`config.mk`:
```
export PLATFORM = sky130hd
export DESIGN_NAME = mm_refill_arbiter
export DESIGN_NICKNAME = d
export VERILOG_FILES = /design/src/rtl/mm_arb_pkg.sv /design/src/rtl/mm_refill_arbiter_rr_pick2.sv /design/src/rtl/mm_refill_arbiter.sv
export SDC_FILE = /design/constraint.sdc
export NUM_CORES = 1
export LEC_CHECK = 0
export BUFFER_PORTS_ARGS = -buffer_cell sky130_fd_sc_hd__buf_2
export CAP_MARGIN = 20
export CORE_MARGIN = 10
export CORE_UTILIZATION = 41
export DETAILED_ROUTE_END_ITERATION = 8
export PLACE_DENSITY_LB_ADDON = 0.3
export SYNTH_ARGS = -nofsm -noshare
export SYNTH_HDL_FRONTEND = slang
export SYNTH_SLANG_ARGS = --single-unit
```
`constraint.sdc`:
```
create_clock -name clk -period 1.65 [get_ports clk]
set_clock_uncertainty 0.15 [all_clocks]
set_input_delay 0.165 -clock clk [delete_from_list [all_inputs] [get_ports clk]]
set_output_delay 0.165 -clock clk [all_outputs]
set_load 0.1 [all_outputs]
```
`src/rtl/mm_arb_pkg.sv`:
```
// Shared types and helpers for the main-memory refill arbiter.
// OFF is the bit position of the line index inside a byte address.
package mm_arb_pkg;

   typedef enum logic [1:0] {IDLE, START, BURST} state_t;
   typedef enum logic {IMEM, DMEM} owner_t;

   function automatic int off_bits(input int words_per_line);
      return $clog2(words_per_line) + 2;
   endfunction

endpackage

```
`src/rtl/mm_refill_arbiter_rr_pick2.sv`:
```
// Two-way round-robin selector: on a tie the requester not served last wins.
module rr_pick2
   import mm_arb_pkg::*;
(
   input  logic   req_imem,
   input  logic   req_dmem,
   input  owner_t last_owner,
   output logic   any,
   output owner_t pick
);

   always_comb begin
      any  = req_imem | req_dmem;
      pick = DMEM;
      if (req_imem && req_dmem) begin
         pick = (last_owner == IMEM) ? DMEM : IMEM;
      end else if (req_imem) begin
         pick = IMEM;
      end
   end

endmodule

```
`src/rtl/mm_refill_arbiter.sv`:
```
// Arbitrates I-cache and D-cache line refills onto one main-memory read port,
// sequencing a full aligned line burst and steering returned words to the owner.
module mm_refill_arbiter
   import mm_arb_pkg::*;
#(
   parameter int ADDR_WIDTH     = 32,
   parameter int DATA_WIDTH     = 32,
   parameter int WORDS_PER_LINE = 4
)(
   input  logic                  clk,
   input  logic                  reset,
   input  logic                  req_imem,
   input  logic [ADDR_WIDTH-1:0] addr_imem,
   input  logic                  req_dmem,
   input  logic [ADDR_WIDTH-1:0] addr_dmem,
   output logic                  gnt_imem,
   output logic                  gnt_dmem,
   output logic                  valid_imem,
   output logic                  valid_dmem,
   output logic                  done_imem,
   output logic                  done_dmem,
   output logic [DATA_WIDTH-1:0] rdata,
   output logic                  re_mm,
   output logic                  reset_mm,
   output logic [ADDR_WIDTH-1:0] addr_mm,
   input  logic                  mem_valid_mm,
   input  logic [DATA_WIDTH-1:0] rdata_mm
);

   localparam int OFF    = off_bits(WORDS_PER_LINE);
   localparam int BEAT_W = OFF - 2;
   localparam logic [BEAT_W-1:0] LAST_BEAT = BEAT_W'(WORDS_PER_LINE - 1);

   state_t                   state_reg;
   owner_t                   owner_reg;
   owner_t                   last_owner_reg;
   logic [ADDR_WIDTH-OFF-1:0] line_reg;
   logic [BEAT_W-1:0]        beat_reg;
   logic                     gnt_imem_reg;
   logic                     gnt_dmem_reg;
   logic                     re_mm_reg;
   logic                     reset_mm_reg;

   logic   pick_any;
   owner_t pick_owner;
   logic   in_burst;
   logic   beat_valid;
   logic   last_beat;
   logic   unused_addr_bits;

   // Only the line index of a miss address matters; the word offset is dropped.
   assign unused_addr_bits = ^{addr_imem[OFF-1:0], addr_dmem[OFF-1:0]};

   rr_pick2 u_pick (
      .req_imem   (req_imem),
      .req_dmem   (req_dmem),
      .last_owner (last_owner_reg),
      .any        (pick_any),
      .pick       (pick_owner)
   );

   always_ff @(posedge clk) begin
      if (reset) begin
         state_reg      <= IDLE;
         owner_reg      <= IMEM;
         last_owner_reg <= DMEM;
         line_reg       <= '0;
         beat_reg       <= '0;
         gnt_imem_reg   <= 1'b0;
         gnt_dmem_reg   <= 1'b0;
         re_mm_reg      <= 1'b0;
         reset_mm_reg   <= 1'b0;
      end else begin
         case (state_reg)
            IDLE: begin
               if (pick_any) begin
                  owner_reg    <= pick_owner;
                  line_reg     <= (pick_owner == IMEM) ? addr_imem[ADDR_WIDTH-1:OFF]
                                                       : addr_dmem[ADDR_WIDTH-1:OFF];
                  beat_reg     <= '0;
                  gnt_imem_reg <= (pick_owner == IMEM);
                  gnt_dmem_reg <= (pick_owner == DMEM);
                  reset_mm_reg <= 1'b1;
                  state_reg    <= START;
               end
            end
            START: begin
               reset_mm_reg <= 1'b0;
               re_mm_reg    <= 1'b1;
               state_reg    <= BURST;
            end
            BURST: begin
               if (mem_valid_mm) begin
                  if (beat_reg == LAST_BEAT) begin
                     last_owner_reg <= owner_reg;
                     gnt_imem_reg   <= 1'b0;
                     gnt_dmem_reg   <= 1'b0;
                     re_mm_reg      <= 1'b0;
                     state_reg      <= IDLE;
                  end else begin
                     beat_reg <= beat_reg + 1'b1;
                  end
               end
            end
            default: state_reg <= IDLE;
         endcase
      end
   end

   // Returned words bypass any register so the owner sees them in the same cycle.
   assign in_burst   = (state_reg == BURST);
   assign beat_valid = in_burst && mem_valid_mm;
   assign last_beat  = (beat_reg == LAST_BEAT);

   assign gnt_imem   = gnt_imem_reg;
   assign gnt_dmem   = gnt_dmem_reg;
   assign re_mm      = re_mm_reg;
   assign reset_mm   = reset_mm_reg;
   assign valid_imem = beat_valid && (owner_reg == IMEM);
   assign valid_dmem = beat_valid && (owner_reg == DMEM);
   assign done_imem  = valid_imem && last_beat;
   assign done_dmem  = valid_dmem && last_beat;
   assign rdata      = beat_valid ? rdata_mm : '0;
   assign addr_mm    = in_burst ? {line_reg, beat_reg, 2'b00} : '0;

endmodule

```
==> reports/qor.yml, run 1 <==
ys_seq_elements: 38
vias: 3396
cap_violations: 0
tightest_slew_ps: 628
htree_levels: 2
utilization: 0.912
gp_congestion: 0.780
wl_per_cell_um: 26.3
grt_pass1_vias: 3268
initial_core_util: 0.423
drt-pass1-iter-count: 5
finalSetupViolations: 73
cts.sinks: 38
antenna_left: 0
failed_checks: "negative hold slack, negative setup slack"
syn_avg_cell_area_um2: 7.97
slew_headroom: 0.580
fin_crit_sh: 1.19
critPathKind: "reg2reg"
crit_arrival_ps: 1940
grt_pass1_wl_um: 18600
path_max_fanout: 5
combPwrFrac: 0.481
cp-start-kind: "register"
power.clock.fraction: 0.201
power_leakage_nw: 2.13
p_sw_frac: 0.414
clockBufferDepth: 2
hp-class: "in2reg"
drc: 0
n_fill_cell: 211
seqPwrFrac: 0.318
gr-total-overflow: 0
clk-insertion-delay-late_ps: 300
p_per_area_nw_per_um2: 690
async_flop_share: 0
rsz0062_at_grt: "true"
synth_area_um2: 2340
dp_hpwl_um: 8490
critPathSlowestCell: "o311ai_0"
grt_max_degree: 29
synth.largest_area_cell: "dfxtp_1"
required_ps: 1630
numCtsBuffers: 5
io_pins: 173
ctsRootBufferMaster: "clkbuf_8"
drt_wl_total_um: 14300
p_switching_mw: 1.44
max-vdd-ir-drop_mv: 0.714
status: "complete, but fails checks"
synth_flop_cell: "dfxtp_1"
ys_seq_area_frac: 0.325
drt-initial-drc-count: 318
track_usage: 0.257
synth_edf_count: 0
internal-power_mw: 2.04
endpoint_kind: "register"
hold_viol: 2
max_stage_delay_ps: 480
die_h_um: 95.6
yosys_warnings: 0
synth.area.top_cells: "dfxtp_1, a221oi_1, a311oi_1, and3_1, and2_1"
critical_path.cell_chain: "buf_6 > nand3b_1 > buf_4 > buf_4 > o311ai_0"
crit_path_frequent_cell: "buf_4"
die_w_um: 95.6
fin_hold_ws_ps: -2.36
clk_pin_slew_worst_paths_ps: 80
yosysUniqueCellTypes: 35
port-buffer-count: 162
antenna_found_initial: 1
vias_per_cell: 6.28
syn_inst: 294
cts_tree: "yes"
drive_gt1_frac: 0.645
largest_reg_flops: 28
finalNetCount: 570
rows: 27
timing.final.ws_setup_ps: -309
fin_crit_ps: 1960
finalMaxSlewViolations: 0
dieArea_um2: 9140
max_freq_mhz: 510
coreArea_um2: 5540
place_inst: 511
syn_to_final_growth_pct: 116
finalNonFillerCells: 541
synth_top_area_frac: 0.325
-- synthesized netlist by cell type (all sizes together), types with 2 or more instances --
| master | count |
|---|---|
| a21oi | 4 |
| a221oi | 28 |
| a311oi | 28 |
| and2 | 30 |
| and3 | 32 |
| buf | 14 |
| clkbuf | 25 |
| dfxtp | 38 |
| ha | 2 |
| inv | 33 |
| nand2b | 2 |
| nand4b | 2 |
| nor2 | 8 |
| nor2b | 2 |
| o21ai | 30 |
| o221ai | 2 |
-- critical path, delay by kind of cell (launching register included) --
family                 cells  cell delay (ps)
DFF                        1              380
and+or+nand+nor            1              310
buffers and inverters      3              480
AOI/OAI and AO/OA          1              480
-- power by group through the flow --
stage	logic [mW]	clock network [mW]	registers [mW]
after floorplan	0.819	0	1.17
after global placement	1.35	0	1.10
after detailed placement	1.38	0	1.12
after CTS	1.53	0.667	1.10
after global routing	1.73	0.732	1.12
final	1.68	0.701	1.11
-- repair_timing --
item | in CTS | in global routing
hold buffers | 3 | 0
gates cloned | 5 | 2
pin swaps | 16 | 13
hold endpoints to repair | 3 | 0
resized for setup | 18 | 22
setup buffers | 8 | 4
endpoints found under the setup margin | 66 | 88
-- final cells by class --
class	instances	area [µm²]	share of cell area
well taps	72	90.1	0.0178
diodes	1	2.50	0.000495
clock inverters	1	5.00	0.000991
clock buffers	7	86.3	0.0171
repair buffers	204	2310	0.457
inverters	33	124	0.0245
flip-flops and latches	38	768	0.152
multi-input cells	185	1670	0.330
-- metrics by stage --
stage          total power [mW]  TNS (ps)  cell area (µm²)  hold WS, ps  setup WS (ps)
3_5_place_dp               2.50         0             4490          303           87.4
5_1_grt                    3.58    -17220             5050         13.4           -287
2_1_floorplan              1.99      -905             2590          190           -243
4_1_cts                    3.29     -8560             4870         2.73           -186
3_3_place_gp               2.45         0             4490          295            155
6_report                   3.49    -14700             5050        -2.36           -309
-- cell families (layout without fill, tap and decap cells) --
logic type,Yosys count,count (layout),synth area share
AOI/OAI and AO/OA,99,99,0.320
and+or+nand+nor,82,82,0.215
buffers and inverters,72,245,0.128
DFF,38,38,0.325
adders and majority gates,2,2,0.0107
other,1,3,0.00160
-- final timing paths --
| kind | start | depth (start not counted) | slack [ps] | end |
|---|---|---|---|---|
| worst max-delay path | state_reg[0] | 5 | -310 | last_owner_reg |
| worst min-delay path | addr_dmem[10] | 3 | -2 | line_reg[6] |
| worst max register to register | state_reg[0] | 5 | -310 | last_owner_reg |
| worst min register to register | line_reg[16] | 2 | 320 | line_reg[16] |
-- routing by layer --
| metal | part of all wire | wire (µm) | track usage | vias up |
|---|---|---|---|---|
| li1 | - | - | - | 1430 |
| met3 | 0.093 | 1320 | 0.0605 | 65 |
| met5 | 0 | 0 | 0 | - |
| met2 | 0.51 | 7330 | 0.456 | 267 |
| met4 | 0.051 | 728 | 0.0676 | 0 |
| met1 | 0.34 | 4870 | 0.301 | 1634 |
-- layout by cell type (no fill, tap or decap), types with 2 or more instances in the layout --
cell type / Yosys / routed
ha_1: 2 / 2
inv_1: 32 / 32
buf_12: 0 / 71
a21oi_1: 4 / 4
a311oi_2: 0 / 9
o21ai_1: 4 / 4
a221oi_1: 28 / 18
dlygate4sd3_1: 0 / 3
buf_16: 0 / 4
buf_6: 1 / 2
conb_1: 1 / 2
and3_4: 0 / 32
dfxtp_1: 38 / 34
a311oi_1: 28 / 19
nor2_1: 8 / 4
clkbuf_8: 0 / 6
nor2_2: 0 / 4
clkbuf_16: 0 / 2
buf_4: 2 / 26
a221oi_2: 0 / 10
buf_2: 11 / 96
dfxtp_2: 0 / 3
and2_4: 0 / 30
o21ai_0: 26 / 26
nand4b_1: 2 / 2
nand2b_1: 2 / 2
Note: power is estimated with default switching activity, not from simulation.
==> run 2, diff against run 1 <==
Settings changed: ABC_AREA from default to 1, CORE_UTILIZATION 41 to 42.
==> reports/qor.yml, run 2 <==
status: "complete, but fails checks"  # unchanged
failed_checks: "negative setup slack"  # was negative hold slack, negative setup slack
path_buf_inv: 4  # was 3
ys_seq_area_frac: 0.308  # was 0.325
gp_congestion: 0.871  # was 0.780
grt_pass1_vias: 3299  # was 3268
finish.instance_area_um2: 5010  # was 5050 µm²
required_ps: 1330  # was 1630 ps
critPathSlowestCell: "dfxtp_4"  # was o311ai_0
max_stage_delay_ps: 360  # was 480 ps
syn_avg_cell_area_um2: 5.44  # was 7.97 µm²
finalSetupViolations: 63  # was 73
wl_per_cell_um: 16.5  # was 26.3 µm
max-vdd-ir-drop_mv: 0.508  # was 0.714 mV
fin_hold_ws_ps: 20.3  # was -2.36 ps
drt-pass1-iter-count: 5  # unchanged
placed_area_um2: 4680  # was 4490 µm²
dieArea_um2: 9350  # was 9140 µm²
coreArea_um2: 5610  # was 5540 µm²
syn_to_final_growth_pct: 103  # was 116%
timing.final.ws_setup_ps: -185  # was -309 ps
port-buffer-count: 162  # unchanged
p_per_area_nw_per_um2: 679  # was 690 nW/µm²
power_mw: 3.40  # was 3.49 mW
power_leakage_nw: 2.49  # was 2.13 nW
track_usage: 0.224  # was 0.257
synth.area.top_cells: "dfxtp_1, nor2_1, inv_1, nand2_1, o21ai_0"  # was dfxtp_1, a221oi_1, a311oi_1, and3_1, and2_1
clk-insertion-delay-late_ps: 280  # was 300 ps
die_w_um: 96.7  # was 95.6 µm
cpLargestDelayFamily: "buffers and inverters"  # unchanged
vias_per_cell: 4.77  # was 6.28
fin_crit_sh: 1.11  # was 1.19
critical_path.cell_chain: "inv_4 > nand2_4 > nor2_4 > inv_6 > buf_12 > nor2_4 > buf_12"  # was buf_6 > nand3b_1 > buf_4 > buf_4 > o311ai_0
htree_levels: 2  # unchanged
async_flop_share: 0  # unchanged
antenna_found_initial: 0  # was 1
grt_pass1_wl_um: 17600  # was 18600 µm
dp_hpwl_um: 7820  # was 8490 µm
critPathKind: "reg2out"  # was reg2reg
hold_viol: 0  # was 2
vias: 3299  # was 3396
ys_seq_elements: 38  # unchanged
drc: 0  # unchanged
tns_ps: -6040  # was -14700 ps
r2r_slack_ps: 20  # was -310 ps
path_max_fanout: 7  # was 5
cap_violations: 0  # unchanged
gr-total-overflow: 0  # unchanged
io_pins: 173  # unchanged
final_common_cell: "inv_1"  # was buf_2
fin_crit_ps: 1830  # was 1960 ps
drt_wl_total_um: 11400  # was 14300 µm
finalNetCount: 720  # was 570
finalMaxSlewViolations: 0  # unchanged
ctsRootBufferMaster: "clkbuf_8"  # unchanged
synthTopCellsByCount: "nor2_1, inv_1, nand2_1"  # was dfxtp_1, and3_1, inv_1
initial_core_util: 0.440  # was 0.423
synth_edf_count: 0  # unchanged
antenna_left: 0  # unchanged
cp-start-kind: "register"  # unchanged
max_freq_mhz: 545  # was 510 MHz
slew_headroom: 0.647  # was 0.580
rows: 27  # unchanged
rsz0062_at_grt: "true"  # unchanged
clockBufferDepth: 2  # unchanged
largest_reg_flops: 28  # unchanged
synth_top_area_frac: 0.308  # was 0.325
endpoint_kind: "output port"  # was register
syn_inst: 454  # was 294
die_h_um: 96.7  # was 95.6 µm
n_fill_cell: 278  # was 211
clk_pin_slew_worst_paths_ps: 80  # about the same
synthMostInstantiatedCell: "nor2_1"  # was dfxtp_1
synth_area_um2: 2470  # was 2340 µm²
final_cell_mix: "inv_1, nor2_1, buf_2"  # was buf_2, buf_12, dfxtp_1
tightest_slew_ps: 533  # was 628 ps
synth.largest_area_cell: "dfxtp_1"  # unchanged
crit_arrival_ps: 1520  # was 1940 ps
yosysUniqueCellTypes: 21  # was 35
grt_max_degree: 37  # was 29
synth_flop_cell: "dfxtp_1"  # unchanged
cts_tree: "yes"  # unchanged
numCtsBuffers: 5  # unchanged
hp-class: "in2reg"  # unchanged
drive_gt1_frac: 0.429  # was 0.645
drt-initial-drc-count: 220  # was 318
yosys_warnings: 0  # unchanged
cts.sinks: 38  # unchanged
==> run 2: cell types whose count changed in the layout (fill, tap and decap cells not counted), sizes merged, moves of 28 or more <==
cell	change
a221oi	-28
a311oi	-28
and3	-32
inv	+74
nand2	+71
nor2	+158
and2	-29
==> run 2: cell families (layout without fill, tap and decap cells) <==
logic type      Yosys count  after routing  share of synthesized area
flops                    38             38                      0.308
compound gates           36             36                     0.0740
buf+inv                 131            294                      0.218
other cells               1              3                    0.00152
simple gates            246            246                      0.389
fa+ha+maj                 2              2                     0.0101
==> run 2: stage by stage <==
step | cells | util | setup slack (ps)
global route | 690 | 0.893 | -229
CTS | 690 | 0.884 | -130
global placement | 675 | 0.834 | 46.6
finish | 691 | 0.894 | -185
detailed placement | 675 | 0.834 | 2.43
floorplan | 455 | - | -182
==> run 2: timing repair <==
| action | 4_1_cts | 5_1_grt |
|---|---|---|
| setup buffers | 3 | 0 |
| hold buffers | 1 | 0 |
| setup endpoints to repair | 66 | 68 |
| pin swaps | 1 | 3 |
| hold endpoints to repair | 3 | 0 |
| gates resized for setup | 22 | 11 |
| gates cloned | 3 | 0 |
==> run 2: area by class of cell <==
type,instances,area (µm²),area share
diodes,1,2.50,0.000499
clock buffers,7,86.3,0.0172
clock inverters,1,5.00,0.000999
inverters,107,409,0.0816
multi-input cells,286,1610,0.321
flip-flops and latches,38,766,0.153
well taps,72,90.1,0.0180
repair buffers,179,2040,0.407
==> run 2: layer usage <==
metal	global-route usage	routed length (µm)	vias up
met2	0.403	5920	180
met4	0.0688	277	0
li1	-	-	1608
met3	0.0596	885	21
met1	0.249	4340	1490
met5	0	0	-
==> run 2: worst min-delay path, stage by stage <==
cell	delay, ps
buf_2	70
nand2_1	40
nand2_1	50
nor2_1	30
nor2_1	60
==> run 2: power by group <==
part           total, mW  leakage (nW)  internal, mW  switching, mW
registers           1.11         0.316          1.04         0.0709
clock network      0.660        0.0482         0.337          0.323
logic               1.64          2.13         0.539           1.10
==> run 2: path summary, 6_finish.rpt <==
kind,depth (start not counted),end,start
hold / removal,5,line_reg[20],addr_imem[24]
setup / recovery,7,valid_dmem,state_reg[0]
hold reg to reg,2,reset_mm,reset_mm
setup reg to reg,7,gnt_imem,beat_reg[1]
